## src/rtl/evt_enc_8to3_pkg.sv

```systemverilog
// rtl/evt_enc_8to3_pkg.sv - shared widths and state encoding for the event encoder family
package evt_enc_8to3_pkg;

    localparam int N_REQ  = 8;
    localparam int CODE_W = 3;

    typedef enum logic {
        ST_IDLE = 1'b0,
        ST_HOLD = 1'b1
    } state_t;

endpackage

```

## src/rtl/prio_sel_8to3.sv

```systemverilog
// rtl/prio_sel_8to3.sv - combinational priority select over the pending vector
module prio_sel_8to3
    import evt_enc_8to3_pkg::*;
#(
    parameter bit PRIO_MSB = 1'b1
) (
    input  logic [N_REQ-1:0]  pending,
    output logic [CODE_W-1:0] sel,
    output logic              any
);

    // Later assignments overwrite earlier ones, so the scan direction sets the winner.
    always_comb begin
        sel = '0;
        any = |pending;
        if (PRIO_MSB) begin
            for (int i = 0; i < N_REQ; i++) begin
                if (pending[i]) sel = CODE_W'(i);
            end
        end else begin
            for (int i = N_REQ - 1; i >= 0; i--) begin
                if (pending[i]) sel = CODE_W'(i);
            end
        end
    end

endmodule

```

## src/rtl/evt_enc_8to3.sv

```systemverilog
// rtl/evt_enc_8to3.sv - sequential 8-to-3 event encoder with pending capture and valid/ready output
module evt_enc_8to3
    import evt_enc_8to3_pkg::*;
#(
    parameter bit PRIO_MSB = 1'b1
) (
    input  logic              clk,
    input  logic              rst_n,
    input  logic [N_REQ-1:0]  req,
    input  logic              out_ready,
    input  logic              ovf_clr,
    output logic              out_valid,
    output logic [CODE_W-1:0] out_code,
    output logic [N_REQ-1:0]  pending,
    output logic              ovf
);

    state_t             state;
    state_t             state_next;
    logic [N_REQ-1:0]   pend_q;
    logic [N_REQ-1:0]   clr_mask;
    logic [N_REQ-1:0]   pend_kept;
    logic [CODE_W-1:0]  sel;
    logic [CODE_W-1:0]  code_q;
    logic               any;
    logic               load;
    logic               ovf_q;

    prio_sel_8to3 #(
        .PRIO_MSB (PRIO_MSB)
    ) u_prio_sel (
        .pending (pend_q),
        .sel     (sel),
        .any     (any)
    );

    always_comb begin
        state_next = state;
        load       = 1'b0;
        case (state)
            ST_IDLE: begin
                if (any) begin
                    load       = 1'b1;
                    state_next = ST_HOLD;
                end
            end
            ST_HOLD: begin
                if (out_ready) begin
                    if (any) load = 1'b1;
                    else     state_next = ST_IDLE;
                end
            end
            default: state_next = ST_IDLE;
        endcase
    end

    // The loaded bit is cleared first, so a same-cycle request sets it again.
    always_comb begin
        clr_mask  = load ? (N_REQ'(1) << sel) : '0;
        pend_kept = pend_q & ~clr_mask;
    end

    always_ff @(posedge clk or negedge rst_n) begin
        if (!rst_n) begin
            state  <= ST_IDLE;
            pend_q <= '0;
            code_q <= '0;
            ovf_q  <= 1'b0;
        end else begin
            state  <= state_next;
            pend_q <= pend_kept | req;
            if (load) code_q <= sel;
            ovf_q  <= (|(req & pend_kept)) | (ovf_q & ~ovf_clr);
        end
    end

    assign out_valid = (state == ST_HOLD);
    assign out_code  = code_q;
    assign pending   = pend_q;
    assign ovf       = ovf_q;

endmodule
```

## config.mk

```make
export PLATFORM = sky130hd
export DESIGN_NAME = evt_enc_8to3
export DESIGN_NICKNAME = d
export VERILOG_FILES = /design/src/rtl/evt_enc_8to3_pkg.sv /design/src/rtl/prio_sel_8to3.sv /design/src/rtl/evt_enc_8to3.sv
export SDC_FILE = /design/constraint.sdc
export NUM_CORES = 1
export LEC_CHECK = 0
export ABC_AREA = 1
export BUFFER_PORTS_ARGS = -buffer_cell sky130_fd_sc_hd__buf_2
export CAP_MARGIN = 20
export CORE_MARGIN = 3
export CORE_UTILIZATION = 45
export CTS_CLUSTER_DIAMETER = 50
export CTS_CLUSTER_SIZE = 25
export DETAILED_ROUTE_END_ITERATION = 8
export PLACE_DENSITY = 0.73
export SYNTH_ARGS = -nofsm -noshare
export SYNTH_HDL_FRONTEND = slang
export SYNTH_SLANG_ARGS = --single-unit
```

## constraint.sdc

```tcl
create_clock -name clk -period 1.8 [get_ports clk]
set_clock_uncertainty 0.1 [all_clocks]
set_input_delay 0 -clock clk [delete_from_list [all_inputs] [get_ports clk]]
set_output_delay 0 -clock clk [all_outputs]
set_load 0.005 [all_outputs]
```

Yosys cells after proc, flatten, opt, wreduce, memory -nomap -nowiden
Cells that the tools add are included. Widths: inputs -> output; s select.

Shifts and indexed selects: 1. Muxes and demuxes: 13. Bitwise gates (word level): 8. Reductions and logical operators: 2.

Operators by type and width (count): $and 8x8->8 (2); $reduce_or 8->1 (2); $mux 3 (4); $mux 8 (1); $not 8->8 (1); $or 8x8->8 (1); $shl 1x3->8 const A (1); $mux 1 (4); $mux 2 (2); $pmux 1 s2 (2); $not 1->1 (2); $and 1x1->1 (1); $or 1x1->1 (1).

Flip-flop bits (word level): 13. Input bits: 12. Output and inout bits: 13. Logic and storage cells: 28.

Longest topological paths before layout
Gate-level depths: netlist of the first run.

Depth in word-level cells: 14. Mapped depth: 12. Mapped depth without buffers: 12.

By module
From an unflattened synthesis of the first run, not the netlist that was laid out.

Cell total of the unflattened synthesis: 98. Area total of the unflattened synthesis: 691.9 um2.

Modules (own cells, without submodules): evt_enc_8to3 (instances 1, cells an instance 78, area an instance 614.3 um2, seq. area each 325.3 um2); prio_sel_8to3 (instances 1, cells an instance 20, area an instance 77.6 um2, seq. area each 0.0 um2).

Worst setup path before layout of the first run
Ideal clock, no wire load.

Path kind: register to register. From: reg pend_q[6], in the netlist pending[6]. To: reg ovf_q, in the netlist ovf. Arrival time: 1151 ps. Data required time: 1583 ps. Path slack: 431 ps. Cell stages (with the launch flop): 11. Buffers on the path: 0. Cells stage by stage: dfrtp_1 nor2_4 nand2_1 clkinv_1 nand3_2 nor2_2 nand2_1 nand3_2 nand2_2 nor2_2 nand2_1.

Cells in the longest elaborated chain, start to end: 10.

Ends and longest elaborated chain: start, declared (RTL line evt_enc_8to3.sv:20) `logic [N_REQ-1:0] pend_q;`; start signal, assigned (RTL line evt_enc_8to3.sv:71) `pend_q <= pend_kept | req;`; $reduce_or 8->1 (RTL line prio_sel_8to3.sv:15) `any = |pending;`; $mux 1 (RTL line evt_enc_8to3.sv:42, evt_enc_8to3.sv:49); $mux 1 (RTL line evt_enc_8to3.sv:48) `if (out_ready) begin`; $pmux 1 s2 (RTL line evt_enc_8to3.sv:40) `case (state)`; $mux 8 (RTL line evt_enc_8to3.sv:59) `clr_mask = load ? (N_REQ'(1) << sel) : '0;`; $not 8->8 (RTL line evt_enc_8to3.sv:60) `pend_kept = pend_q & ~clr_mask;`; $and 8x8->8 * (RTL line evt_enc_8to3.sv:60); $and 8x8->8 * (RTL line evt_enc_8to3.sv:73) `ovf_q <= (|(req & pend_kept)) | (ovf_q & ~ovf_clr);`; $reduce_or 8->1 * (RTL line evt_enc_8to3.sv:73); $or 1x1->1 * (RTL line evt_enc_8to3.sv:73); end signal, assigned (RTL line evt_enc_8to3.sv:73); end, declared (RTL line evt_enc_8to3.sv:27) `logic ovf_q;`.

Every way passes the cells marked *; elsewhere a longest branch is shown, timed or not. A chain may end at the register's enable or synchronous reset.

Worst setup path after layout of the first run
Same ends and word-level chain as after synthesis.

==> impl_metrics.env, run 1 <==
export IMPL_initial_utilization=0.511
export IMPL_synthXorXnorAreaFrac=0
export IMPL_regArea_sq_um=325
export IMPL_clockBufferDepth=2
export IMPL_yosys_area_top_type="dfrtp_1"
export IMPL_syn_mean_instance_area_sq_um=7.68
export IMPL_synth_area_leaders="dfrtp_1, nand2_1, inv_1"
export IMPL_cts_root_buf="clkbuf_4"
export IMPL_design_area_sq_um=972
export IMPL_multiInputGateArea_sq_um=318
export IMPL_synth_area_mux_share=0
export IMPL_syn_nets=104
export IMPL_fin_setup_tns_ns=0
export IMPL_gp_congestion=0.829
export IMPL_synth_top_area_share=0.460
export IMPL_cellLeakagePower_nw=0.492
export IMPL_fill_cells=118
export IMPL_arrival_ns=1.56
export IMPL_netlist_area_sq_um=707
export IMPL_placed_area_sq_um=846
export IMPL_status="completed"
export IMPL_grt_antenna_before_repair=0
export IMPL_drv_cap=0
export IMPL_worstPathRequired_ns=1.87
export IMPL_fmaxAchievable_mhz=667
export IMPL_tightest_slew_ns=0.290
export IMPL_routed_wl_mm=1.64
export IMPL_setup_viol=0
export IMPL_cellPowerDensity_nw_per_um2=581
export IMPL_grt_max_degree=14
export IMPL_io_pins=25
export IMPL_finalHoldViolations=0
export IMPL_cts_tree="done"
export IMPL_wl_per_cell_um=11.3
export IMPL_clock_latency_ns=0.27
export IMPL_dieArea_sq_um=2080
export IMPL_synth_cell_types=18
export IMPL_clk_pin_slew_ns=0.08
export IMPL_fin_crit_sh=0.833
export IMPL_startpoint_type="flip-flop"
export IMPL_dpl_hpwl_mm=1.18
export IMPL_holdBufCountCts=10
export IMPL_port_buffers=24
export IMPL_crit_path_end_kind="flip-flop"
export IMPL_critPathKind="reg -> reg"
export IMPL_synth_compound_area_frac=0.0903
export IMPL_rsz0062_at_grt="false"
export IMPL_placementRows=13
export IMPL_grt_pass1_wl_mm=2.78
export IMPL_slew_viol_final=0
export IMPL_ys_seq_area_frac=0.460
export IMPL_nets=143
export IMPL_synth_seq_cells=13
export IMPL_overflow=0
export IMPL_clock_sinks=13
export IMPL_critPathMaxFanout=5
export IMPL_synthAdderAreaFrac=0
export IMPL_die_x_um=45.6
export IMPL_cts_resized=0
export IMPL_grt_pass1_vias=677
export IMPL_ant_nets=0
export IMPL_dr_first_iter_drc_count=9
export IMPL_min_path_type="in -> reg"
export IMPL_yosys_area_share_simple=0.359
export IMPL_fp_coreArea_sq_um=1380
export IMPL_fin_total_pwr_uw=565
export IMPL_diodes=0
export IMPL_drc=0
export IMPL_firstDrtPassIters=4
export IMPL_period_minus_slack_ns=1.50
export IMPL_cts_htree_levels=1
export IMPL_drive_gt1_frac=0.285
export IMPL_synthCells=92
export IMPL_cts_post_setup_buffers_inserted=0
export IMPL_via_count=713
export IMPL_post_drt_via_cell_ratio=4.92
export IMPL_peakVddDrop_mv=0.346
export IMPL_area_growth_pct=37.5
export IMPL_chipHeight_um=45.6
export IMPL_grt_usage=0.186
export IMPL_numCtsBuffers=3
export IMPL_maxSlewHeadroom=0.806
export IMPL_yosys_warnings=0
export IMPL_synth_top_family_by_area="simple AND/OR/NAND/NOR gates"
## cell usage after synthesis
cell type	number
nand3b_1	1
nand3_2	3
a21o_1	3
nand3_1	6
o21bai_1	1
clkinv_1	1
nand2_2	1
inv_1	16
dfrtp_1	13
nand4_1	2
nor2_1	10
nor2_2	4
a31oi_1	2
a21o_2	1
a21oi_1	1
nand2_1	25
nor2_4	1
o211ai_1	1
## layout by cell type, fill, tap and decap left out, types with 3 or more instances in the layout
| master | Yosys | routed |
|---|---|---|
| nor2_1 | 10 | 10 |
| dlygate4sd3_1 | 0 | 10 |
| nor2_2 | 4 | 4 |
| nand2_1 | 25 | 25 |
| a21o_1 | 3 | 3 |
| nand3_2 | 3 | 3 |
| dfrtp_1 | 13 | 13 |
| nand3_1 | 6 | 6 |
| buf_2 | 0 | 24 |
| clkbuf_4 | 0 | 3 |
| inv_1 | 16 | 16 |
## sequential cells by signal (all words and copies together), names as in the netlist
name,cells
out_valid,1
out_code,3
pending,8
ovf,1
## path summary, 6_finish.rpt
kind	start	endpoint	slack, ns	depth (start not counted)
max reg2reg	pending[6]	ovf	0.30	10
min in group asynchronous	rst_n	out_code[2]	0.03	2
min	out_ready	pending[5]	0.02	4
max	pending[6]	ovf	0.30	10
max in group asynchronous	rst_n	out_code[1]	1.34	2
min reg2reg	out_code[2]	out_code[2]	0.41	2
## report_power, final
part	switching, mW	leakage (nW)	total (mW)	internal (mW)
Clock	0.0946	0.0150	0.180	0.0857
Sequential	0.00679	0.119	0.305	0.298
Combinational	0.0372	0.358	0.0795	0.0422
## cell families (layout without fill, tap and decap cells)
kind of cell	Yosys count	after routing
flip-flops	13	13
AO/OA/AOI/OAI	9	9
AND/OR/NAND/NOR	53	53
buffers and inverters	17	55
## per-stage QoR
stage	setup WS (ns)	hold slack [ns]	instances	utilization
5_1_grt	0.148	0.0354	145	0.703
3_5_place_dp	0.304	-0.192	131	0.612
6_report	0.300	0.0239	145	0.703
2_1_floorplan	0.431	-0.396	92	-
4_1_cts	0.288	0.0134	145	0.703
3_3_place_gp	0.362	-0.196	131	0.612
## critical path, cell delays in order (launching register included)
cell,delay [ns]
dfrtp_1,0.45
nor2_4,0.17
nand2_1,0.07
clkinv_1,0.07
nand3_2,0.08
nor2_2,0.12
nand2_1,0.09
nand3_2,0.07
nand2_2,0.05
nor2_2,0.07
nand2_1,0.05
## cell type report
cell class | instances | area share
inverter | 17 | 0.0656
tap | 15 | 0.0193
sequential | 13 | 0.335
clock buffer | 4 | 0.0270
timing repair buffer | 34 | 0.227
multi-input combinational | 62 | 0.327
## routing by layer
layer,GRT usage,vias to the layer above,part of all wire
met5,0,-,0
met4,0.0702,0,0.0073
met3,0.0356,2,0.045
met2,0.315,21,0.50
met1,0.231,325,0.45
li1,-,365,-
Power figures use the tool's default switching activity.
==> inputs of run 2 (changes only) <==
clock period = 1.45 ns   (was 1.8 ns; I/O delays follow)
==> impl_metrics.env, run 2 (same netlist as run 1, synthesis figures left out) <==
export IMPL_via_count=755
export IMPL_cts_htree_levels=1
export IMPL_drv_cap=0
export IMPL_grt_usage=0.204
export IMPL_maxSlewHeadroom=0.803
export IMPL_cellLeakagePower_nw=0.551
export IMPL_numCtsBuffers=3
export IMPL_clock_sinks=13
export IMPL_critPathTopFamily="simple AND/OR/NAND/NOR gates"
export IMPL_grt_antenna_before_repair=0
export IMPL_area_growth_pct=51.9
export IMPL_peakVddDrop_mv=0.440
export IMPL_crit_chain="nor2_1 > nand2_1 > nand3_4 > inv_1 > nand2_1 > nand3_2 > nand2_2 > nor2_2 > nand2_1"
export IMPL_cellPowerDensity_nw_per_um2=668
export IMPL_chipHeight_um=45.6
export IMPL_crit_path_end_kind="flip-flop"
export IMPL_port_buffers=24
export IMPL_setup_slack_ns=-0.00559
export IMPL_fp_coreArea_sq_um=1380
export IMPL_diodes=0
export IMPL_wl_per_cell_um=11.7
export IMPL_dpl_hpwl_mm=1.20
export IMPL_clk_pin_slew_ns=0.08
export IMPL_cts_tree="done"
export IMPL_timing_rr_start="pending[1]"
export IMPL_status="finished with violations"
export IMPL_setup_viol=1
export IMPL_post_drt_via_cell_ratio=4.84
export IMPL_drc=0
export IMPL_dieArea_sq_um=2080
export IMPL_dr_first_iter_drc_count=14
export IMPL_overflow=0
export IMPL_grt_pass1_vias=699
export IMPL_grt_max_degree=14
export IMPL_critPathKind="reg -> reg"
export IMPL_path_buf_inv=1
export IMPL_cpMostUsedCell="nand2_1"
export IMPL_fin_crit_sh=1.00
export IMPL_critPathMaxFanout=5
export IMPL_max_stage_delay_ns=0.44
export IMPL_fmaxAchievable_mhz=687
export IMPL_placed_area_sq_um=868
export IMPL_clock_latency_ns=0.28
export IMPL_tightest_slew_ns=0.295
export IMPL_clockBufferDepth=2
export IMPL_gp_congestion=0.789
export IMPL_startpoint_type="flip-flop"
export IMPL_violations="negative setup slack"
export IMPL_finalHoldViolations=0
export IMPL_cts_root_buf="clkbuf_4"
export IMPL_period_minus_slack_ns=1.46
export IMPL_routed_wl_mm=1.82
export IMPL_fin_setup_tns_ns=-0.00559
export IMPL_drive_gt1_frac=0.362
export IMPL_r2r_end="ovf"
export IMPL_r2r_cells=9
export IMPL_final_cell_mix="nand2_1, buf_2, inv_1, dfrtp_1, buf_4"
export IMPL_worstPathRequired_ns=1.57
export IMPL_largest_reg_flops=8
export IMPL_nets=154
export IMPL_reg2reg_setup_slack_ns=-0.006
export IMPL_grt_pass1_wl_mm=2.97
export IMPL_initial_utilization=0.511
export IMPL_arrival_ns=1.58
export IMPL_ant_nets=0
export IMPL_holdWs_ns=0.0396
export IMPL_critPathSlowestCell="dfrtp_1"
export IMPL_io_pins=25
export IMPL_placementRows=13
export IMPL_die_x_um=45.6
export IMPL_firstDrtPassIters=4
export IMPL_design_area_sq_um=1070
export IMPL_slew_viol_final=0
export IMPL_rsz0062_at_grt="true"
export IMPL_min_path_type="in -> async"
## run 2: worst max path at each step
stage / slack [ns] / start / cells after the start / to
after floorplan: 0.08 / pending[6] / 10 / ovf
after global placement: 0.02 / pending[4] / 10 / ovf
after detailed placement: -0.005 / pending[4] / 10 / ovf
after CTS: 0.01 / pending[7] / 10 / ovf
after global routing: -0.13 / pending[7] / 10 / ovf
final: -0.006 / pending[1] / 9 / ovf
## run 2: report_power, final
group	internal (mW)	switching, mW
combinational	0.0603	0.0532
clock	0.107	0.120
sequential	0.371	0.00663
total	0.537	0.180
## run 2: final cells by class
type | instances | area, sq um
Tap cell | 15 | 18.8
Inverter | 17 | 65.1
Clock buffer | 4 | 26.3
Multi-Input combinational cell | 62 | 335
Sequential cell | 13 | 325
Timing Repair Buffer | 45 | 303
Fill cell | 105 | 309
## run 2: stage by stage
step	util	power [mW]	instances	setup slack, ns
floorplan	-	0.425	92	0.0813
global placement	0.628	0.467	134	0.0199
detailed placement	0.628	0.469	134	-0.00528
CTS	0.762	0.719	154	0.0130
global route	0.776	0.756	156	-0.135
finish	0.776	0.717	156	-0.00559
## run 2: timing repair
action                                  4_1_cts  5_1_grt
pin swaps                                     3        2
hold buffers                                 10        0
gates resized for setup                       3        2
setup buffers                                 6        2
hold endpoints to repair                     22        0
endpoints found under the setup margin        1        5
gates cloned                                  0        0
## run 2: routing by layer
layer / global-route usage / vias up / share of wire
met3: 0.0395 / 13 / 0.061
met1: 0.248 / 323 / 0.43
met4: 0.129 / 0 / 0.047
met5: 0 / - / 0
li1: - / 387 / -
met2: 0.326 / 32 / 0.46
==> inputs of run 3 (changes only) <==
clock period = 1.39 ns   (was 1.45 ns; I/O delays follow)
==> impl_metrics.env, run 3 (same netlist as run 1, synthesis figures left out) <==
export IMPL_crit_path_end_kind="flip-flop"
export IMPL_placementRows=13
export IMPL_clk_pin_slew_ns=0.09
export IMPL_worstPathRequired_ns=1.47
export IMPL_nets=155
export IMPL_via_count=793
export IMPL_grt_usage=0.222
export IMPL_largest_reg_flops=8
export IMPL_status="finished with violations"
export IMPL_min_path_type="in -> async"
export IMPL_overflow=0
export IMPL_cts_root_buf="clkbuf_4"
export IMPL_setup_slack_ns=-0.0912
export IMPL_critPathMaxFanout=4
export IMPL_cts_htree_levels=1
export IMPL_startpoint_type="flip-flop"
export IMPL_fin_total_pwr_uw=757
export IMPL_grt_antenna_before_repair=0
export IMPL_grt_pass1_vias=771
export IMPL_tightest_slew_ns=0.296
export IMPL_area_growth_pct=56.8
export IMPL_clock_sinks=13
export IMPL_clockBufferDepth=2
export IMPL_slew_viol_final=0
export IMPL_drc=0
export IMPL_fmaxAchievable_mhz=675
export IMPL_cellLeakagePower_nw=0.559
export IMPL_p_clk_frac=0.316
export IMPL_finalHoldViolations=0
export IMPL_grt_max_degree=14
export IMPL_final_common_cell="buf_2"
export IMPL_firstDrtPassIters=5
export IMPL_numCtsBuffers=3
export IMPL_fill_cells=93
export IMPL_rsz0062_at_grt="true"
export IMPL_wl_per_cell_um=13.3
export IMPL_holdWs_ns=0.0370
export IMPL_maxSlewHeadroom=0.803
export IMPL_placed_area_sq_um=876
export IMPL_setup_viol=1
export IMPL_final_cell_mix="buf_2, nand2_1, inv_1, dfrtp_1, buf_4"
export IMPL_dieArea_sq_um=2080
export IMPL_fp_coreArea_sq_um=1380
export IMPL_period_minus_slack_ns=1.48
export IMPL_fin_crit_sh=1.07
export IMPL_routed_wl_mm=2.09
export IMPL_switching_share=0.264
export IMPL_combPwrFrac=0.164
export IMPL_seqPwrFrac=0.520
export IMPL_violations="negative setup slack"
export IMPL_grt_pass1_wl_mm=3.36
export IMPL_dr_first_iter_drc_count=30
export IMPL_fin_setup_tns_ns=-0.0912
export IMPL_design_area_sq_um=1110
export IMPL_cellPowerDensity_nw_per_um2=683
export IMPL_cts_tree="done"
export IMPL_arrival_ns=1.56
export IMPL_initial_utilization=0.511
export IMPL_drv_cap=0
export IMPL_dpl_hpwl_mm=1.20
export IMPL_gp_congestion=0.805
export IMPL_io_pins=25
export IMPL_peakVddDrop_mv=0.606
export IMPL_final_util=0.802
export IMPL_ant_nets=0
export IMPL_power_switching_uw=200
export IMPL_port_buffers=24
export IMPL_clock_latency_ns=0.28
export IMPL_post_drt_via_cell_ratio=5.05
export IMPL_p_int_uw=557
export IMPL_chipHeight_um=45.6
export IMPL_drive_gt1_frac=0.444
export IMPL_die_x_um=45.6
export IMPL_critPathKind="reg -> reg"
export IMPL_diodes=0
[run 3: cell count changes in the layout (fill, tap and decap cells not counted), moves of 2 or more]
cell     previous run  this run
nor2_1              9         7
nor2_2              4         6
nand2_2             2         8
nand2_1            24        18
[run 3: per-stage QoR]
step / cells / setup slack (ns)
global route: 157 / -0.227
finish: 157 / -0.0912
CTS: 155 / -0.0399
global placement: 135 / -0.0296
detailed placement: 135 / -0.0705
floorplan: 92 / 0.0213
[run 3: final cells by class]
cell class / instances / area (sq um) / area share
multi-input cells: 62 / 360 / 0.325
well taps: 15 / 18.8 / 0.0169
clock buffers: 3 / 22.5 / 0.0203
clock inverters: 1 / 5.00 / 0.00451
flip-flops and latches: 13 / 325 / 0.293
inverters: 17 / 66.3 / 0.0598
repair buffers: 46 / 310 / 0.280
[run 3: worst paths after layout]
path                        startpoint  slack [ns]  cells past startpoint     endpoint
min in group clk               ovf_clr        0.10                      7          ovf
max                         pending[6]       -0.09                     10          ovf
max reg2reg                 pending[6]       -0.09                     10          ovf
min reg2reg                out_code[2]        0.40                      2  out_code[2]
min                              rst_n        0.04                      2  out_code[0]
max in group asynchronous        rst_n        0.93                      2   pending[5]
[run 3: critical path: stages (launching register included)]
cell	delay [ns]
dfrtp_1	0.42
nor2_4	0.16
nand2_2	0.09
inv_4	0.07
nand3_4	0.09
nor2_2	0.12
nand3_2	0.08
nand2_2	0.08
nor2_1	0.04
nor2_1	0.07
nand2_1	0.05
[run 3: what timing repair did]
item                                   CTS  global route
hold buffers                            10             0
setup endpoints to repair                1             8
pin swaps                                5             9
endpoints found under the hold margin   22             0
buffers inserted                         6             2
cloned                                   0             0
resized for setup                        8             8
[run 3: metal layers]
layer	vias up	wire, um	share of wire	GRT usage
met3	2	89	0.043	0.0395
li1	387	-	-	-
met2	34	1050	0.50	0.368
met5	-	0	0	0
met4	0	10	0.0048	0.0526
met1	370	941	0.45	0.296
[run 3: power by group through the flow]
stage	Sequential, mW	Clock [mW]	Combinational, mW
after CTS	0.394	0.244	0.117
after global placement	0.402	0	0.0844
after detailed placement	0.402	0	0.0852
after global routing	0.395	0.258	0.138
final	0.394	0.239	0.124
after floorplan	0.404	0	0.0398
